## src/rtl/ysyx_23060061_mem_arbiter.sv

```systemverilog
// ---------------------------------------------------------------------------
// ysyx_23060061_mem_arbiter
//
// Shares one downstream memory port between the instruction fetch unit (IFU)
// and the load/store unit (LSU). At most one transaction is outstanding. A
// granted request is latched and presented downstream. Its completion is
// returned to the requester that owns it as a one-cycle resp pulse. If the
// downstream never answers, the owner gets an error pulse after TIMEOUT_CYC
// cycles of waiting.
//
// Parameters:
//   TIMEOUT_CYC    response-wait cycles before error completion (2..65535)
//
// Ports:
//   clk, rst                  clock, synchronous active-low reset
//   ifu_req_*/ifu_addr        fetch request handshake and address
//   ifu_resp_valid            fetch completion pulse
//   lsu_req_*/lsu_wen/...     load/store request handshake and fields
//   lsu_resp_valid            load/store completion pulse
//   resp_rdata, resp_err      shared completion data/error, valid with a pulse
//   mem_req_*/mem_wen/...     downstream request handshake and latched fields
//   mem_resp_valid/mem_rdata  downstream completion and read data
//
// Configuration macro:
//   YSYX_23060061_MEM_ARB_RR_EN  when defined, simultaneous requests alternate
//                                (round robin). Otherwise the LSU always wins.
// ---------------------------------------------------------------------------
`timescale 1ns/1ps

module ysyx_23060061_mem_arbiter #(
  parameter int TIMEOUT_CYC = 255
) (
  input  logic        clk,
  input  logic        rst,
  input  logic        ifu_req_valid,
  output logic        ifu_req_ready,
  input  logic [31:0] ifu_addr,
  output logic        ifu_resp_valid,
  input  logic        lsu_req_valid,
  output logic        lsu_req_ready,
  input  logic        lsu_wen,
  input  logic [31:0] lsu_addr,
  input  logic [31:0] lsu_wdata,
  input  logic [3:0]  lsu_wmask,
  output logic        lsu_resp_valid,
  output logic [31:0] resp_rdata,
  output logic        resp_err,
  output logic        mem_req_valid,
  input  logic        mem_req_ready,
  output logic        mem_wen,
  output logic [31:0] mem_addr,
  output logic [31:0] mem_wdata,
  output logic [3:0]  mem_wmask,
  input  logic        mem_resp_valid,
  input  logic [31:0] mem_rdata
);

  typedef enum logic [1:0] {
    IDLE,
    REQ,
    RESP
  } arbState_e;

  // The last count value before a response is declared lost.
  localparam logic [15:0] CntLast = 16'(TIMEOUT_CYC - 1);

  arbState_e   state;
  arbState_e   stateNext;
  logic        grantIfu;
  logic        grantLsu;
  logic        accept;
  logic        respDone;
  logic        respTimeout;
  logic        ownerLsu;
  logic [15:0] timeoutCnt;

`ifdef YSYX_23060061_MEM_ARB_RR_EN
  // Remembers who won the most recent accept. It starts at LSU, so the first
  // contested grant goes to the IFU.
  logic lastGrantLsu;

  always_ff @(posedge clk) begin
    if (!rst) begin
      lastGrantLsu <= 1'b1;
    end else if (accept) begin
      lastGrantLsu <= lsu_req_ready;
    end
  end
`endif

  // Pick the winner among the requesters that are valid this cycle. A lone
  // requester always wins. Only a tie uses the arbitration policy.
  always_comb begin
    grantLsu = 1'b0;
    grantIfu = 1'b0;
    if (lsu_req_valid && ifu_req_valid) begin
`ifdef YSYX_23060061_MEM_ARB_RR_EN
      grantLsu = !lastGrantLsu;
`else
      grantLsu = 1'b1;
`endif
      grantIfu = !grantLsu;
    end else begin
      grantLsu = lsu_req_valid;
      grantIfu = ifu_req_valid;
    end
  end

  // State register.
  always_ff @(posedge clk) begin
    if (!rst) begin
      state <= IDLE;
    end else begin
      state <= stateNext;
    end
  end

  // Next-state logic and the combinational ready outputs. A ready signal is
  // raised only in IDLE and only for the winner. It is held low while reset is
  // asserted, so nothing looks accepted during reset.
  always_comb begin
    stateNext     = state;
    ifu_req_ready = 1'b0;
    lsu_req_ready = 1'b0;
    respDone      = 1'b0;
    respTimeout   = 1'b0;
    case (state)
      IDLE: begin
        ifu_req_ready = rst && grantIfu;
        lsu_req_ready = rst && grantLsu;
        if (grantIfu || grantLsu) begin
          stateNext = REQ;
        end
      end
      REQ: begin
        if (mem_req_ready) begin
          stateNext = RESP;
        end
      end
      RESP: begin
        // A real response arriving on the timeout cycle takes priority.
        if (mem_resp_valid) begin
          respDone  = 1'b1;
          stateNext = IDLE;
        end else if (timeoutCnt == CntLast) begin
          respTimeout = 1'b1;
          stateNext   = IDLE;
        end
      end
      default: stateNext = IDLE;
    endcase
  end

  assign accept = ifu_req_ready || lsu_req_ready;

  // Registered datapath: the latched request fields, the wait counter, and the
  // completion pulse with its data. Completion data reads as zero except on a
  // successful load, so stores and timeouts return 0.
  always_ff @(posedge clk) begin
    if (!rst) begin
      ownerLsu       <= 1'b0;
      timeoutCnt     <= 16'd0;
      mem_req_valid  <= 1'b0;
      mem_wen        <= 1'b0;
      mem_addr       <= 32'h0;
      mem_wdata      <= 32'h0;
      mem_wmask      <= 4'h0;
      ifu_resp_valid <= 1'b0;
      lsu_resp_valid <= 1'b0;
      resp_rdata     <= 32'h0;
      resp_err       <= 1'b0;
    end else begin
      ifu_resp_valid <= (respDone || respTimeout) && !ownerLsu;
      lsu_resp_valid <= (respDone || respTimeout) && ownerLsu;
      resp_err       <= respTimeout;
      resp_rdata     <= (respDone && !mem_wen) ? mem_rdata : 32'h0;
      if (accept) begin
        ownerLsu      <= lsu_req_ready;
        mem_req_valid <= 1'b1;
        mem_wen       <= lsu_req_ready && lsu_wen;
        mem_addr      <= lsu_req_ready ? lsu_addr : ifu_addr;
        mem_wdata     <= lsu_req_ready ? lsu_wdata : 32'h0;
        mem_wmask     <= lsu_req_ready ? lsu_wmask : 4'h0;
      end
      if (state == REQ && mem_req_ready) begin
        mem_req_valid <= 1'b0;
        timeoutCnt    <= 16'd0;
      end
      if (state == RESP && !respDone && !respTimeout) begin
        timeoutCnt <= timeoutCnt + 16'd1;
      end
    end
  end

endmodule

```

## config.mk

```make
export PLATFORM = sky130hd
export DESIGN_NAME = ysyx_23060061_mem_arbiter
export DESIGN_NICKNAME = d
export VERILOG_FILES = /design/src/rtl/ysyx_23060061_mem_arbiter.sv
export SDC_FILE = /design/constraint.sdc
export NUM_CORES = 1
export LEC_CHECK = 0
export CAP_MARGIN = 30
export CORE_ASPECT_RATIO = 0.8
export CORE_MARGIN = 2
export CORE_UTILIZATION = 39
export DETAILED_ROUTE_END_ITERATION = 8
export MAX_ROUTING_LAYER = met4
export PLACE_DENSITY = 0.8
export SYNTH_ARGS = -nofsm -noshare
export SYNTH_HDL_FRONTEND = slang
export SYNTH_SLANG_ARGS = --single-unit
```

## constraint.sdc

```tcl
create_clock -name clk -period 2.71 [get_ports clk]
set_input_delay 0.542 -clock clk [delete_from_list [all_inputs] [get_ports clk]]
set_output_delay 0.542 -clock clk [all_outputs]
set_load 0.05 [all_outputs]
```

[Yosys cells after proc, flatten, opt, wreduce, memory -nomap -nowiden]
Cells that the tools add are included.
Widths: inputs -> output; s select.
Word-level totals
  bits in registers: 124
  output and inout bits: 107
  logic and storage cells: 61
Operators by class
  eq/ne operators: 6
  reduce and logical (&&, ||, !) cells: 22
  $add $sub $neg: 1
  bitwise gates (word level): 1
  muxes and demuxes: 19
Operators by type and width (count)
  $mux 32: 2
  $mux 16: 2
  $add 16x1->16 const B: 1
  $eq 16x8->1 const B: 1
  $logic_and 1x1->1: 10
  $mux 1: 9
  $mux 2: 4
  $pmux 2 s3: 1
  $logic_not 1->1: 4
  $mux 4: 1
  $ne 2x2->1 const B: 2
  $logic_or 1x1->1: 3
  $ne 3x3->1 const B: 1
  $reduce_and 3->1: 1
  $eq 2x1->1 const B: 1
  $eq 2x2->1 const B: 1
  $logic_not 2->1: 1
  $reduce_and 2->1: 1
  $reduce_bool 2->1: 1
  $reduce_or 2->1: 1
  $not 1->1: 1

[Logic depth before layout (Yosys ltp)]
  depth in word-level cells: 7
  gate-level depth with buffers: 8
  depth with buffers taken out: 6

[Worst setup path before layout]
OpenSTA, ideal clock, no wires.
  path type: input-to-output
  start point: in rst
  end point: out lsu_req_ready
  path slack: 0.326 ns
  arrival: 1.842 ns
  cell stages on the path: 5
  cells stage by stage: clkbuf_1 -> nor3b_1 -> nand2_1 -> inv_1 -> clkbuf_1
On the way
  word-level cells in the longest chain between the ends: 2
RTL lines
  start: declaration: RTL line 34  | input logic rst,
  $logic_and 1x1->1: RTL line 130  | lsu_req_ready = rst && grantLsu;
  $mux 1: RTL line 127  | case (state)
  end: declaration: RTL line 40  | output logic lsu_req_ready,
Every way passes these cells.

[Final worst setup path]
  start point: in rst
  end point: out ifu_req_ready
On the way
  word-level cells in the longest chain between the ends: 2
RTL lines
  $logic_and 1x1->1: RTL line 129  | ifu_req_ready = rst && grantIfu;
  $mux 1: RTL line 127
  end: declaration: RTL line 36  | output logic ifu_req_ready,
Every way passes these cells.

==> impl_results.md <==
- Status: finished clean
- Initial antenna violation count: 0
- Most common cell in the netlist: dfxtp_1
- CP delay by family, top: buffers and inverters
- Synth warn: 0
- Post-synth top cells: 124 x dfxtp_1, 39 x nor2_1, 37 x a22o_1, 35 x a211oi_1
- Rows: 35
- GRT Util Overall: 23.1%
- Avg Inst Size Synth: 10.5 sq um
- Met1 usage: 24.9%
- Critical path endpoint: ifu_req_ready
- Vias in the first global route: 4409
- CP arrival: 1930 ps
- DIE AREA: 12500 sq um
- GR Util met3: 7.43%
- Top cells by area, synth: dfxtp_1 55%, mux2i_1 7.3%, a22o_1 7.1%
- RR Startpoint: timeoutCnt[1]$_SDFFE_PN0P_
- Max Cap Viol: 0
- Share of layout cells above drive strength 1: 7.81%
- Setup TNS: 0 ps
- Yosys top cell area share: 54.7%
- Pre-CTS setup slack: 126 ps
- Yosys cell types: 41
- Most used DFF post-synth: dfxtp_1
- Worst Reg-to-Reg Cells: 5
- P&R area growth vs syn: 70.5%
- Hpwl dp: 10.5 mm
- CP required: 2170 ps
- Cell Area, Synth: 4540 sq um
- Placed insts: 809
- Num ports: 246
- R2r endpoint: timeoutCnt[14]$_SDFFE_PN0P_
- Crit-path cells: clkdlybuf4s50_1 > nor3b_1 > nand3b_1 > inv_1 > buf_12
- CTS tree: built
- DRC: 0
- Max stage delay cell, worst path: clkdlybuf4s50_1
- Clock slew at reported path FFs: 50 ps
- Post-Layout Cell Count: 839
- Final min period: 2480 ps
- Setup CP Type: in2out
- DRT Pass-1 Iters: 5
- Final nets: 821
- DIE HEIGHT: 101 microns
- CP max stage delay: 470 ps
- Post-synth EDFFs: 0
- Cells after Synth: 434
- RSZ-0062 raised after global routing: false
- Fin. max-slew vios: 0
- VDD IR max: 0.000424 V
- Bufs and invs on worst path: 3
- Final Power: 5.07 mW
- GR Layer Usage met2: 40.6%
- Tightest Pin Transition: 585 ps
- Fraction of registers with async set/reset: 0%
- Worst-path maximum fanout: 6
- Grt ovf: 0
- Sink Count: 124
- Final hold vios: 0
- Post-synth top area cell: dfxtp_1
- Final worst path period share: 91.4%
- Crit path depth: 5
- Hold WC Path Type: reg2reg
- Number of buffers created by CTS: 17
- Static Leak: 3.11 nW
- Seq/Total Area, Yosys: 54.7%
- Routed WL per cell: 17.1 microns
- Final worst slack: 233 ps
- Final WL: 14.3 mm
- Pwr Density: 655 nW/um^2
- Clock latency on the worst-skew pair: 400 ps
- Maximum number of pins on one net before global-route repair: 55
- R2r setup slk: 580 ps
- Die Wd: 125 microns
- Clock skew: 9.32 ps
- First-pass GRT wire length: 22.2 mm
- Utilization after layout: 67.7%
- Buffers on Ports: 245
- Crit path launch: rst
- CP Launch Type: input pin
- Max Fclk: 404 MHz
- Synth Register Bits: 124
- Slew HR: 60.9%
- Via count: 4281
- Hold_buf cts: 0
- Post-DRT Antenna Nets: 0
- Routed vias/inst: 5.10
- Postcts setup bufs: 0
- Crit path capture type: output port
- Top Usage Layer GRT: met2
- CTS H-Tree Depth: 4
- Ant diodes: 0
- Post-CTS Resized: 0
- Max Buffers Root-to-Sink: 2
- RePlAce Congestion: 0.855
- Final setup vio count: 0
- DRT iter0 DRCs: 217
- Starting Density: 39.7%
- Area of the core: 11400 sq um
- Net Count, Synth: 575
- Clk root buf: clkbuf_16
-- stage by stage --
stage | area, sq um | hold slack, ps
finish | 7740 | 472
global route | 7740 | 481
CTS | 7740 | 475
detailed placement | 7170 | 458
global placement | 7170 | 456
floorplan | 4540 | 416
-- report_power, final --
part	switching (mW)	internal (mW)	total (mW)
Clock	0.790	1.39	2.18
Combinational	0.507	0.414	0.921
Sequential	0.0565	1.92	1.98
-- metal layers --
| metal | share of wire [%] | wire (microns) |
|---|---|---|
| met1 | 39 | 5650 |
| met2 | 52 | 7430 |
| met3 | 7.0 | 1010 |
| met4 | 1.6 | 236 |
| met5 | 0 | 0 |
-- how the worst min path moves through the flow --
| stage | depth (start not counted) | startpoint | end |
|---|---|---|---|
| finish | 1 | mem_wdata[26]$_SDFFE_PN0P_ | mem_wdata[26]$_SDFFE_PN0P_ |
| global route | 1 | mem_wdata[24]$_SDFFE_PN0P_ | mem_wdata[24]$_SDFFE_PN0P_ |
| CTS | 1 | mem_wdata[26]$_SDFFE_PN0P_ | mem_wdata[26]$_SDFFE_PN0P_ |
| detailed placement | 1 | mem_wdata[22]$_SDFFE_PN0P_ | mem_wdata[22]$_SDFFE_PN0P_ |
| global placement | 1 | mem_wdata[23]$_SDFFE_PN0P_ | mem_wdata[23]$_SDFFE_PN0P_ |
| floorplan | 1 | ownerLsu$_SDFFE_PN0P_ | ifu_resp_valid$_SDFF_PN0_ |
-- placed cells by master, fill, tap and decap left out, types with 4 or more instances in the layout --
cell type        synthesis  final
buf_4                    0     11
clkbuf_16                0     17
dfxtp_1                124    124
mux2i_1                 33     33
or3_1                    6      6
a21oi_1                 10     10
or4_1                    4      4
or4_4                    4      4
clkinv_2                 0      4
nand2_1                 15     14
and2_1                  33     33
nand3b_1                 4      4
o21ai_0                  6      6
a21o_1                   4      4
nor2_1                  39     39
clkdlybuf4s50_1          0    243
a211oi_1                35     35
nand3_1                  8      8
inv_1                    7      7
a22o_1                  37     37
-- registers in the layout, indices dropped and copies added, names as in the netlist --
signal / cells
mem_addr: 32
mem_wdata: 32
resp_rdata: 32
timeoutCnt: 16
mem_wmask: 4
state: 2
ifu_resp_valid: 1
lsu_resp_valid: 1
mem_req_valid: 1
mem_wen: 1
ownerLsu: 1
resp_err: 1
-- kinds of logic (layout without fill, tap and decap cells) --
logic type	Yosys count	count (layout)	share of synthesized area, %
fa+ha+maj	2	2	0.551
buf+inv	36	293	3.20
mux	33	33	7.27
xor+xnor	1	1	0.193
flops	124	124	54.7
simple gates	134	134	16.6
compound gates	104	104	17.6
-- cell type report --
| cell class | instances | area, sq um |
|---|---|---|
| clock buffer | 19 | 453 |
| clock inverter | 11 | 120 |
| sequential | 124 | 2480 |
| fill | 845 | 3690 |
| timing repair buffer | 256 | 2550 |
| multi-input combinational | 274 | 1920 |
| tap | 148 | 185 |
| inverter | 7 | 26.3 |
Note: power is estimated with default switching activity, not from simulation.
